[config.mk]
export PLATFORM = sky130hd
export DESIGN_NAME = game_seq_ctrl
export DESIGN_NICKNAME = d
export VERILOG_FILES = /design/src/rtl/game_seq_ctrl.sv
export SDC_FILE = /design/constraint.sdc
export NUM_CORES = 1
export LEC_CHECK = 0
export CORE_UTILIZATION = 50
export CTS_CLUSTER_DIAMETER = 200
export DETAILED_ROUTE_END_ITERATION = 7
export GPL_ROUTABILITY_DRIVEN = 0
export PLACE_DENSITY = 0.85
export SYNTH_ARGS = -nofsm -noshare
export SYNTH_HDL_FRONTEND = slang
export SYNTH_SLANG_ARGS = --single-unit
[constraint.sdc]
create_clock -name clk -period 2.6 [get_ports clk]
set_input_delay 0.52 -clock clk [delete_from_list [all_inputs] [get_ports clk]]
set_output_delay 0.52 -clock clk [all_outputs]
set_load 0.02 [all_outputs]
[src/rtl/game_seq_ctrl.sv]
// Game sequencer: pause edge detect, game-tick divider, IDLE/RUN/PAUSE/CAUGHT control and BCD catch score.
// Every output is registered (one cycle from inputs); no backpressure, move/respawn are fire-and-forget pulses.
module game_seq_ctrl #(
    parameter int TICK_DIV   = 4,
    parameter int HOLD_TICKS = 2,
    parameter int PW         = 6
) (
    input  logic          clk,
    input  logic          reset,
    input  logic          pause,
    input  logic [PW-1:0] cat_x,
    input  logic [PW-1:0] cat_y,
    input  logic [PW-1:0] mouse_x,
    input  logic [PW-1:0] mouse_y,
    output logic [1:0]    state,
    output logic          move_mouse,
    output logic          move_cat,
    output logic          respawn,
    output logic [15:0]   score
);

    localparam logic [1:0] S_IDLE   = 2'd0;
    localparam logic [1:0] S_RUN    = 2'd1;
    localparam logic [1:0] S_PAUSE  = 2'd2;
    localparam logic [1:0] S_CAUGHT = 2'd3;

    localparam int TW = (TICK_DIV > 2) ? $clog2(TICK_DIV) : 1;
    localparam int HW = (HOLD_TICKS > 2) ? $clog2(HOLD_TICKS) : 1;

    localparam logic [TW-1:0] TICK_LAST = TW'(TICK_DIV - 1);
    localparam logic [HW-1:0] HOLD_LAST = HW'(HOLD_TICKS - 1);

    logic          pause_q;
    logic [TW-1:0] tick_cnt;
    logic          parity;
    logic [HW-1:0] hold_cnt;

    logic          press;
    logic          collide;
    logic          wrap;
    logic [TW-1:0] tick_inc;

    logic [1:0]    state_nxt;
    logic [TW-1:0] tick_nxt;
    logic          parity_nxt;
    logic [HW-1:0] hold_nxt;
    logic [15:0]   score_nxt;
    logic          move_mouse_nxt;
    logic          move_cat_nxt;
    logic          respawn_nxt;

    // Four-digit BCD increment that sticks at 9999 instead of rolling over.
    function automatic logic [15:0] bcd_inc(input logic [15:0] v);
        logic [15:0] r;
        logic        carry;
        r     = v;
        carry = 1'b1;
        if (v != 16'h9999) begin
            for (int i = 0; i < 4; i++) begin
                if (carry) begin
                    if (r[i*4 +: 4] == 4'd9) begin
                        r[i*4 +: 4] = 4'd0;
                    end else begin
                        r[i*4 +: 4] = r[i*4 +: 4] + 4'd1;
                        carry       = 1'b0;
                    end
                end
            end
        end
        return r;
    endfunction

    assign press    = pause & ~pause_q;
    assign collide  = (cat_x == mouse_x) && (cat_y == mouse_y);
    assign wrap     = (tick_cnt == TICK_LAST);
    assign tick_inc = wrap ? '0 : tick_cnt + TW'(1);

    always_comb begin
        state_nxt      = state;
        tick_nxt       = tick_cnt;
        parity_nxt     = parity;
        hold_nxt       = hold_cnt;
        score_nxt      = score;
        move_mouse_nxt = 1'b0;
        move_cat_nxt   = 1'b0;
        respawn_nxt    = 1'b0;

        case (state)
            S_IDLE: begin
                if (press) begin
                    state_nxt = S_RUN;
                end
            end

            S_RUN: begin
                tick_nxt = tick_inc;
                // Collision wins over a press and swallows any tick wrap this cycle.
                if (collide) begin
                    state_nxt = S_CAUGHT;
                    score_nxt = bcd_inc(score);
                    hold_nxt  = '0;
                end else if (press) begin
                    state_nxt = S_PAUSE;
                    tick_nxt  = tick_cnt;
                end else if (wrap) begin
                    move_mouse_nxt = 1'b1;
                    move_cat_nxt   = parity;
                    parity_nxt     = ~parity;
                end
            end

            S_PAUSE: begin
                if (press) begin
                    state_nxt = S_RUN;
                end
            end

            S_CAUGHT: begin
                tick_nxt = tick_inc;
                if (wrap) begin
                    if (hold_cnt == HOLD_LAST) begin
                        state_nxt   = S_RUN;
                        respawn_nxt = 1'b1;
                        tick_nxt    = '0;
                        parity_nxt  = 1'b0;
                        hold_nxt    = '0;
                    end else begin
                        hold_nxt = hold_cnt + HW'(1);
                    end
                end
            end

            default: begin
                state_nxt = S_IDLE;
            end
        endcase
    end

    // pause_q comes out of reset high so a button held through reset is not a press.
    always_ff @(posedge clk) begin
        if (!reset) begin
            state      <= S_IDLE;
            tick_cnt   <= '0;
            parity     <= 1'b0;
            hold_cnt   <= '0;
            score      <= 16'h0000;
            pause_q    <= 1'b1;
            move_mouse <= 1'b0;
            move_cat   <= 1'b0;
            respawn    <= 1'b0;
        end else begin
            state      <= state_nxt;
            tick_cnt   <= tick_nxt;
            parity     <= parity_nxt;
            hold_cnt   <= hold_nxt;
            score      <= score_nxt;
            pause_q    <= pause;
            move_mouse <= move_mouse_nxt;
            move_cat   <= move_cat_nxt;
            respawn    <= respawn_nxt;
        end
    end

endmodule

# Word-level counts from Yosys, hierarchy flattened
# Cells that the tools add are included.
[totals]
register_bits = 26
input_bits = 27
output_inout_bits = 21
word_cells = 101
[classes]
addsub = 6
n_eq_ne = 20
muxes = 42
bitwise = 6
n_reduce_logical = 15
[ops]
columns = ["op", "count"]
rows = [
  ["$mux 1", 24],
  ["$mux 2", 10],
  ["$add 4x1->4 const B", 4],
  ["$eq 4x4->1 const B", 4],
  ["$mux 4", 4],
  ["$ne 16x16->1 const B", 1],
  ["$reduce_and 4->1", 4],
  ["$eq 6x6->1", 2],
  ["$ne 2x2->1 const B", 6],
  ["$reduce_and 3->1", 3],
  ["$eq 2x2->1 const B", 3],
  ["$ne 3x3->1 const B", 2],
  ["$pmux 2 s3", 1],
  ["$reduce_and 6->1", 1],
  ["$not 1->1", 5],
  ["$reduce_or 5->1", 1],
  ["$pmux 1 s2", 2],
  ["$pmux 2 s2", 1],
  ["$reduce_or 4->1", 1],
  ["$add 2x1->2 const B", 1],
  ["$eq 2x1->1 const B", 1],
  ["$logic_not 2->1", 1],
  ["$ne 2x1->1 const B", 1],
  ["$reduce_and 2->1", 1],
  ["other kinds (5)", 5],
]

# Longest topological paths before layout
[logic_depth]
depth_word = 14
ltp_mapped = 7
mapped_depth_nobuf = 5

# Worst setup path before layout
# Ideal clock, no wire load.
[synth_path]
kind = "input port to flip-flop"
startpoint = "input mouse_y[0]"
endpoint = "register score[3]"
setup_time_ns = 0.116
arrival_time_ns = 1.756
required_ns = 2.484
path_slack_ns = 0.728
stages = 7
path_buffers = 2
path_cell_list = "xor2_1 > nor4_4 > and3_2 > buf_6 > buf_6 > nand3_1 > a31o_2"
[synth_between]
elab_chain_cells = 3
[synth_lines]
columns = ["item", "line", "text"]
rows = [
  ["from (decl)", "14", "input logic [PW-1:0] mouse_y,"],
  ["$eq 6x6->1", "74", "assign collide = (cat_x == mouse_x) && (cat_y == mouse_y);"],
  ["$logic_and 1x1->1", "74", ""],
  ["$reduce_and 3->1 (no source line)", "n/a", ""],
  ["to (signal assigned)", "156", "score <= score_nxt;"],
  ["to (decl)", "19", "output logic [15:0] score"],
]
# No other way between the ends.
# A chain may end at the register's enable or synchronous reset.

# Worst setup path after layout
[layout_path]
startpoint = "input mouse_y[0]"
endpoint = "register score[11]"
[layout_between]
elab_chain_cells = 3
[layout_lines]
columns = ["item", "line"]
rows = [
  ["$eq 6x6->1", "74"],
  ["$logic_and 1x1->1", "74"],
  ["$reduce_and 4->1 (no source line)", "n/a"],
]
# No other way between the ends.

==> results.toml <==
[run_status]
outcome = "finished with violations"
violations = "design-rule violations"

[setup_path]
worst-path-buf-inv = 1
slowest_delay_ns = 0.44
cpMaxStageDelayCell = "and3_2"
crit_arrival_ns = 2.38
critical_path_required_ns = 2.82
worstSetupEndpointType = "register"
worstSetupStartpointType = "primary input"
cp_max_fo = 16
critPathKind = "in2reg"
cp_cell_sequence = "clkdlybuf4s50_1 -> xor2_1 -> nor4_4 -> and3_2 -> a41oi_1 -> a311o_1"
crit_family = "simple AND/OR/NAND/NOR gates"

[cts]
postCtsSetupRepairBufs = 0
h-tree-depth = 1
cts_tree = "done"
cts_sinks = 26
cts_hold_buf = 0
cts_root_buf = "clkbuf_4"
cts_resized = 0
insertion_delay_ns = 0.33
cts_buffers = 3
clockBufferDepth = 2
path_clk_slew_ns = 0.15

[cells_and_area]
nFillCells = 219
reg.largest.list = "score (16), state (2), tick_cnt (2)"
drive_above_1_share_pct = 8.000
area_delta_synth_final_pct = 33.01
antenna_cells = 0
finalNonFillerCells = 256
nets = 254
largest_reg_flops = 16
top_register = "score"

[yosys]
yosysTopAreaCell = "dfxtp_1"
synth_fp_nets = 209
ys_warn_count = 0
syn_area_per_cell_sq_um = 8.669
syn_inst = 181
synth-edff-count = 0
synthArstFlopShare_pct = 0
syn_area_sq_um = 1569
synth.ff_latch_count = 26
synth-seq-area-share_pct = 33.17
synth.area.top_cells = "dfxtp_1 (33%), xor2_1 (6.7%), mux2i_1 (6.4%), nand2_1 (4.5%), nor4_4 (4.1%)"
synth_top_area_share_pct = 33.17
synth-main-ff-cell = "dfxtp_1"
yosysUniqueCellTypes = 48

[power]
total_power_uw = 785.9
power.leakage_nw = 0.7398
ir_worst_vdd_v = 0.0002042
p_per_area_nw_per_um2 = 376.6

[die]
die_area_sq_um = 3366
core_area_sq_um = 2853
ioPinCount = 48
rows = 19
die_x_um = 58.02
die_h_um = 58.02
start_util_pct = 55.00

[sta]
maxSlewHeadroom_pct = 70.68
setup_viol = 0
slew_violations = 0
max_freq_mhz = 462.9
hold_viol_final = 0
worst_pin_slew_ns = 0.4360
setup_tns_ns = 0
clock_skew_ns = 0.01277
layout_setup_ws_ns = 0.4399
finalCriticalPeriod_ns = 2.160
rsz0062_at_grt = "no"
post-route-period-util_pct = 83.08

[global_routing]
grt_pass1_vias = 1369
grt_use_total_pct = 21.96
antenna_found_initial = 0
grt_overflow = 0
grt_max_degree = 17
grt_pass1_wl_um = 5727

[route]
wl_um = 3500
highest_layer = "met4"
route.detailed.drc = 3
wl_met3_um = 225
via_per_inst = 6.012
drtAntennaViolNets = 0
wl_met2_um = 1840
dr.first_iter.drc_count = 113
vias = 1539
wl_met1_um = 1401
wl_per_cell_um = 13.67
dr.pass1.iters = 6

[placement]
dp_slack_ns = 0.09551
hpwl_um = 2682
port_buffers = 47
placedCellCount = 252

[min_path]
hp-class = "reg2reg"

[run]
drv_cap = 0
-- worst register-to-register path, stage by stage, from the launching register on --
cell	delay, ns
dfxtp_1	0.48
and4bb_2	0.33
and4_1	0.29
or4_1	0.55
a21oi_1	0.14
-- per-layer routing --
layer	up-vias	GRT usage [%]
li1	749	-
met1	708	25.11
met2	78	40.07
met3	4	3.348
met4	0	9.864
met5	-	0
-- cell type report --
| class | count | area [sq um] | share of cell area, % |
|---|---|---|---|
| timing repair buffer | 50 | 493.0 | 23.62 |
| clock buffer | 3 | 22.52 | 1.079 |
| sequential | 26 | 520.5 | 24.94 |
| inverter | 5 | 18.77 | 0.8993 |
| multi-input combinational | 140 | 963.4 | 46.16 |
| tap | 31 | 38.79 | 1.859 |
| clock inverter | 1 | 30.03 | 1.439 |
-- per-stage QoR --
stage / utilization (%) / hold slack, ns / area (sq um)
after global routing: 73.16 / 0.5130 / 2087
final: 73.16 / 0.4770 / 2087
after floorplan: - / 0.4417 / 1569
after global placement: 71.32 / 0.4509 / 2034
after detailed placement: 71.32 / 0.4645 / 2034
after CTS: 73.16 / 0.4842 / 2087
-- logic make-up after synthesis --
family | after synthesis | synth area share [%]
simple gates | 84 | 34.05
compound gates | 32 | 12.92
flops | 26 | 33.17
buf+inv | 15 | 5.422
xor+xnor | 13 | 7.257
mux | 10 | 6.380
fa+ha+maj | 1 | 0.7973
-- final timing paths --
path	from	end	depth (start not counted)	slack, ns
worst min-delay path	tick_cnt[1]$_SDFFE_PN0P_	tick_cnt[1]$_SDFFE_PN0P_	2	0.48
worst max register to register	score[5]$_SDFFE_PN0P_	score[0]$_SDFFE_PN0P_	4	0.74
worst min register to register	tick_cnt[1]$_SDFFE_PN0P_	tick_cnt[1]$_SDFFE_PN0P_	2	0.48
worst max-delay path	mouse_y[0]	score[11]$_SDFFE_PN0P_	6	0.44
-- layout by cell type, fill, tap and decap left out, drive strengths merged, types with 2 or more instances in the layout --
| cell | n |
|---|---|
| o31ai | 4 |
| nand4 | 3 |
| and3 | 2 |
| nand2b | 9 |
| o21ai | 6 |
| or4 | 2 |
| xor2 | 12 |
| clkdlybuf4s50 | 47 |
| nor4bb | 3 |
| nand3b | 2 |
| clkbuf | 3 |
| mux2i | 10 |
| nor2b | 2 |
| a31o | 2 |
| a31oi | 3 |
| nor4 | 6 |
| dfxtp | 26 |
| nor3 | 4 |
| a21oi | 11 |
| buf | 3 |
| nand3 | 13 |
| nand2 | 19 |
| and4 | 2 |
| nor2 | 8 |
| inv | 4 |
| nand4b | 2 |
-- synth_stat cells (3+ instances only) --
cell type	n
inv_1	4
nor4_4	3
a31oi_1	3
buf_6	3
nor3_1	4
o31ai_1	4
o21ai_0	6
mux2i_1	10
nor4_1	3
clkbuf_1	4
nand2b_1	9
xor2_1	12
nand3_1	12
dfxtp_1	26
nor4bb_1	3
a21oi_1	11
nor2_1	7
nand4_1	3
nand2_1	19
-- report_power, final --
part	total, mW	leakage [nW]	switching (mW)	internal, mW
combinational	0.0990	0.502	0.0433	0.0557
sequential	0.405	0.210	0.00346	0.402
clock	0.282	0.0279	0.126	0.156
No activity file was read; power rests on OpenSTA's default activity.
==> edit (same settings) <==
The output `move_cat` loses its register stage (`move_cat` becomes a continuous assignment).
--- a/src/rtl/game_seq_ctrl.sv
+++ b/src/rtl/game_seq_ctrl.sv
@@ -146,7 +146,6 @@
             score      <= 16'h0000;
             pause_q    <= 1'b1;
             move_mouse <= 1'b0;
-            move_cat   <= 1'b0;
             respawn    <= 1'b0;
         end else begin
             state      <= state_nxt;
@@ -156,10 +155,11 @@
             score      <= score_nxt;
             pause_q    <= pause;
             move_mouse <= move_mouse_nxt;
-            move_cat   <= move_cat_nxt;
             respawn    <= respawn_nxt;
         end
     end
 
+    assign move_cat = move_cat_nxt;
+
 endmodule
 
Behaviour: not the same (a bounded check fails within 10 cycles, from zero or initial values and one cycle with reset low).
==> edit against the original RTL <==
  * Sequential cell count is 1 lower
  * Clock power is 38% lower
  * Routed wire length hardly changed
  * Synthesized area is 8.9% lower
  * Setup slack worse by 340 ps
  * Total power is 17% lower
  * Largest power group unchanged
  * Sequential power is 4% lower
  * Cell area is 4.3% lower
==> edit: results (changes against the original RTL) <==
[status]
status = finished, final reports clean

[global_routing]
antenna_found_initial = 0  ; unchanged
first_global_vias = 1417  ; +3.5%
grt_use_total = 0.2397  ; +0.02018
grt_max_degree = 26  ; +9
grt_pass1_wl_um = 6072  ; +6.0%

[placed_design]
placed_cells = 247  ; -2.0%
dpl-instance-area_mm2 = 0.001967  ; -3.3%
hpwl_um = 2659  ; -0.87%
pre_cts_slack_ps = -218.0  ; -313.5 ps

[detailed_routing]
num_vias = 1468  ; -4.6%
first_pass_iters = 4  ; -2
wire_per_inst_um = 13.95  ; +2.0%
viasPerCell = 5.849  ; -2.7%
drt_iter0_drc = 50  ; -56%

[cts]
cts_made_buffers = 3  ; unchanged
clk_pin_slew_ps = 130  ; -20 ps
clkLatencyLatePin_ps = 320

[synthesis]
syn_nets = 194  ; -7.2%
ys_seq_area_frac = 0.3503  ; +0.01852
synth_cell_type_count = 45  ; -6.3%
avgSynthCellArea_um2 = 8.608  ; -0.70%
ys_top_cells_by_area = dfxtp_1 35%, xnor2_1 7.4%, nand2_1 4.5%
synth_common_cells = 25 x dfxtp_1, 17 x nand2_1, 12 x xnor2_1

[sta]
skew_ps = 17.04  ; +4.270 ps
min_period_ps = 2504  ; +344.2 ps
timing.hold.ws_ps = 483.0  ; +6.031 ps
tns_ps = 0  ; unchanged
worst_pin_slew_ps = 449.4  ; +13.37 ps

[setup_path]
path_max_fanout = 2  ; -14
arrival_ps = 1980  ; -400 ps
reg2reg_slack_ps = 500  ; -240 ps

[finish]
drive_above_1_share = 0.07727  ; -0.002727
diodes = 0  ; unchanged

[power]
leakagePower_nw = 0.6899  ; -6.7%
vdd.ir_drop.worst_uv = 280.9  ; +38%

[edit: cell types whose count changed in the layout (fill, tap and decap cells not counted), sizes merged, moves of 5 or more]
cell / unedited run / this run
xor2: 12 / 0
xnor2: 1 / 12
nand3: 13 / 4
buf: 3 / 9
nor2: 8 / 2
nor2b: 2 / 8
or4: 2 / 8
mux2i: 10 / 5
[edit: area by class of cell]
type | count | area [um^2]
Sequential cell | 25 | 500.5
Timing Repair Buffer | 56 | 536.8
Clock inverter | 1 | 5.005
Clock buffer | 3 | 22.52
Tap cell | 31 | 38.79
Fill cell | 202 | 735.7
Multi-Input combinational cell | 131 | 879.6
Inverter | 4 | 15.01
[edit: path summary, 6_finish.rpt]
| check | endpoint | depth (start not counted) | from |
|---|---|---|---|
| max | move_cat | 6 | cat_y[5] |
| max reg2reg | score[13] | 5 | score[1] |
| min reg2reg | tick_cnt[1] | 2 | tick_cnt[1] |
| min | tick_cnt[1] | 2 | tick_cnt[1] |
[edit: what timing repair did]
action | in CTS | in global routing
pin swaps | 0 | 0
setup endpoints to repair | 1 | 1
resized for setup | 1 | 1
hold endpoints to repair | 0 | 0
[edit: layer usage]
metal | wire (um) | part of all wire | track usage | up-vias
li1 | - | - | - | 733
met1 | 1473 | 0.42 | 0.2842 | 679
met2 | 1808 | 0.52 | 0.4234 | 48
met3 | 154 | 0.044 | 0.04918 | 8
met4 | 63 | 0.018 | 0.08929 | 0
met5 | 0 | 0 | 0 | -
[edit: metrics by stage]
step,utilization,power [mW]
finish,0.7309,0.6540
global route,0.7309,0.6854
CTS,0.7291,0.6578
detailed placement,0.7195,0.4877
global placement,0.7195,0.4835
floorplan,-,0.4333
[edit: critical path, cell delays in order]
cell and delay, ps:
clkdlybuf4s50_1 430, xnor2_1 140, nand4_1 130, nor3_2 70
nor4_1 300, dlygate4sd2_1 390
[edit: cell families after synthesis]
family	after synthesis	synth area share
muxes	5	0.03503
and+or+nand+nor	75	0.3187
buffers and inverters	10	0.03765
DFF	25	0.3503
adders and majority gates	1	0.008755
AOI/OAI and AO/OA	38	0.1760
xor gates and xnor gates	12	0.07355
[edit: power by group]
group / internal (mW) / switching, mW / total (mW)
Clock: 0.0576 / 0.117 / 0.175
Sequential: 0.386 / 0.00318 / 0.389
Combinational: 0.0569 / 0.0330 / 0.0899
Total: 0.501 / 0.153 / 0.654
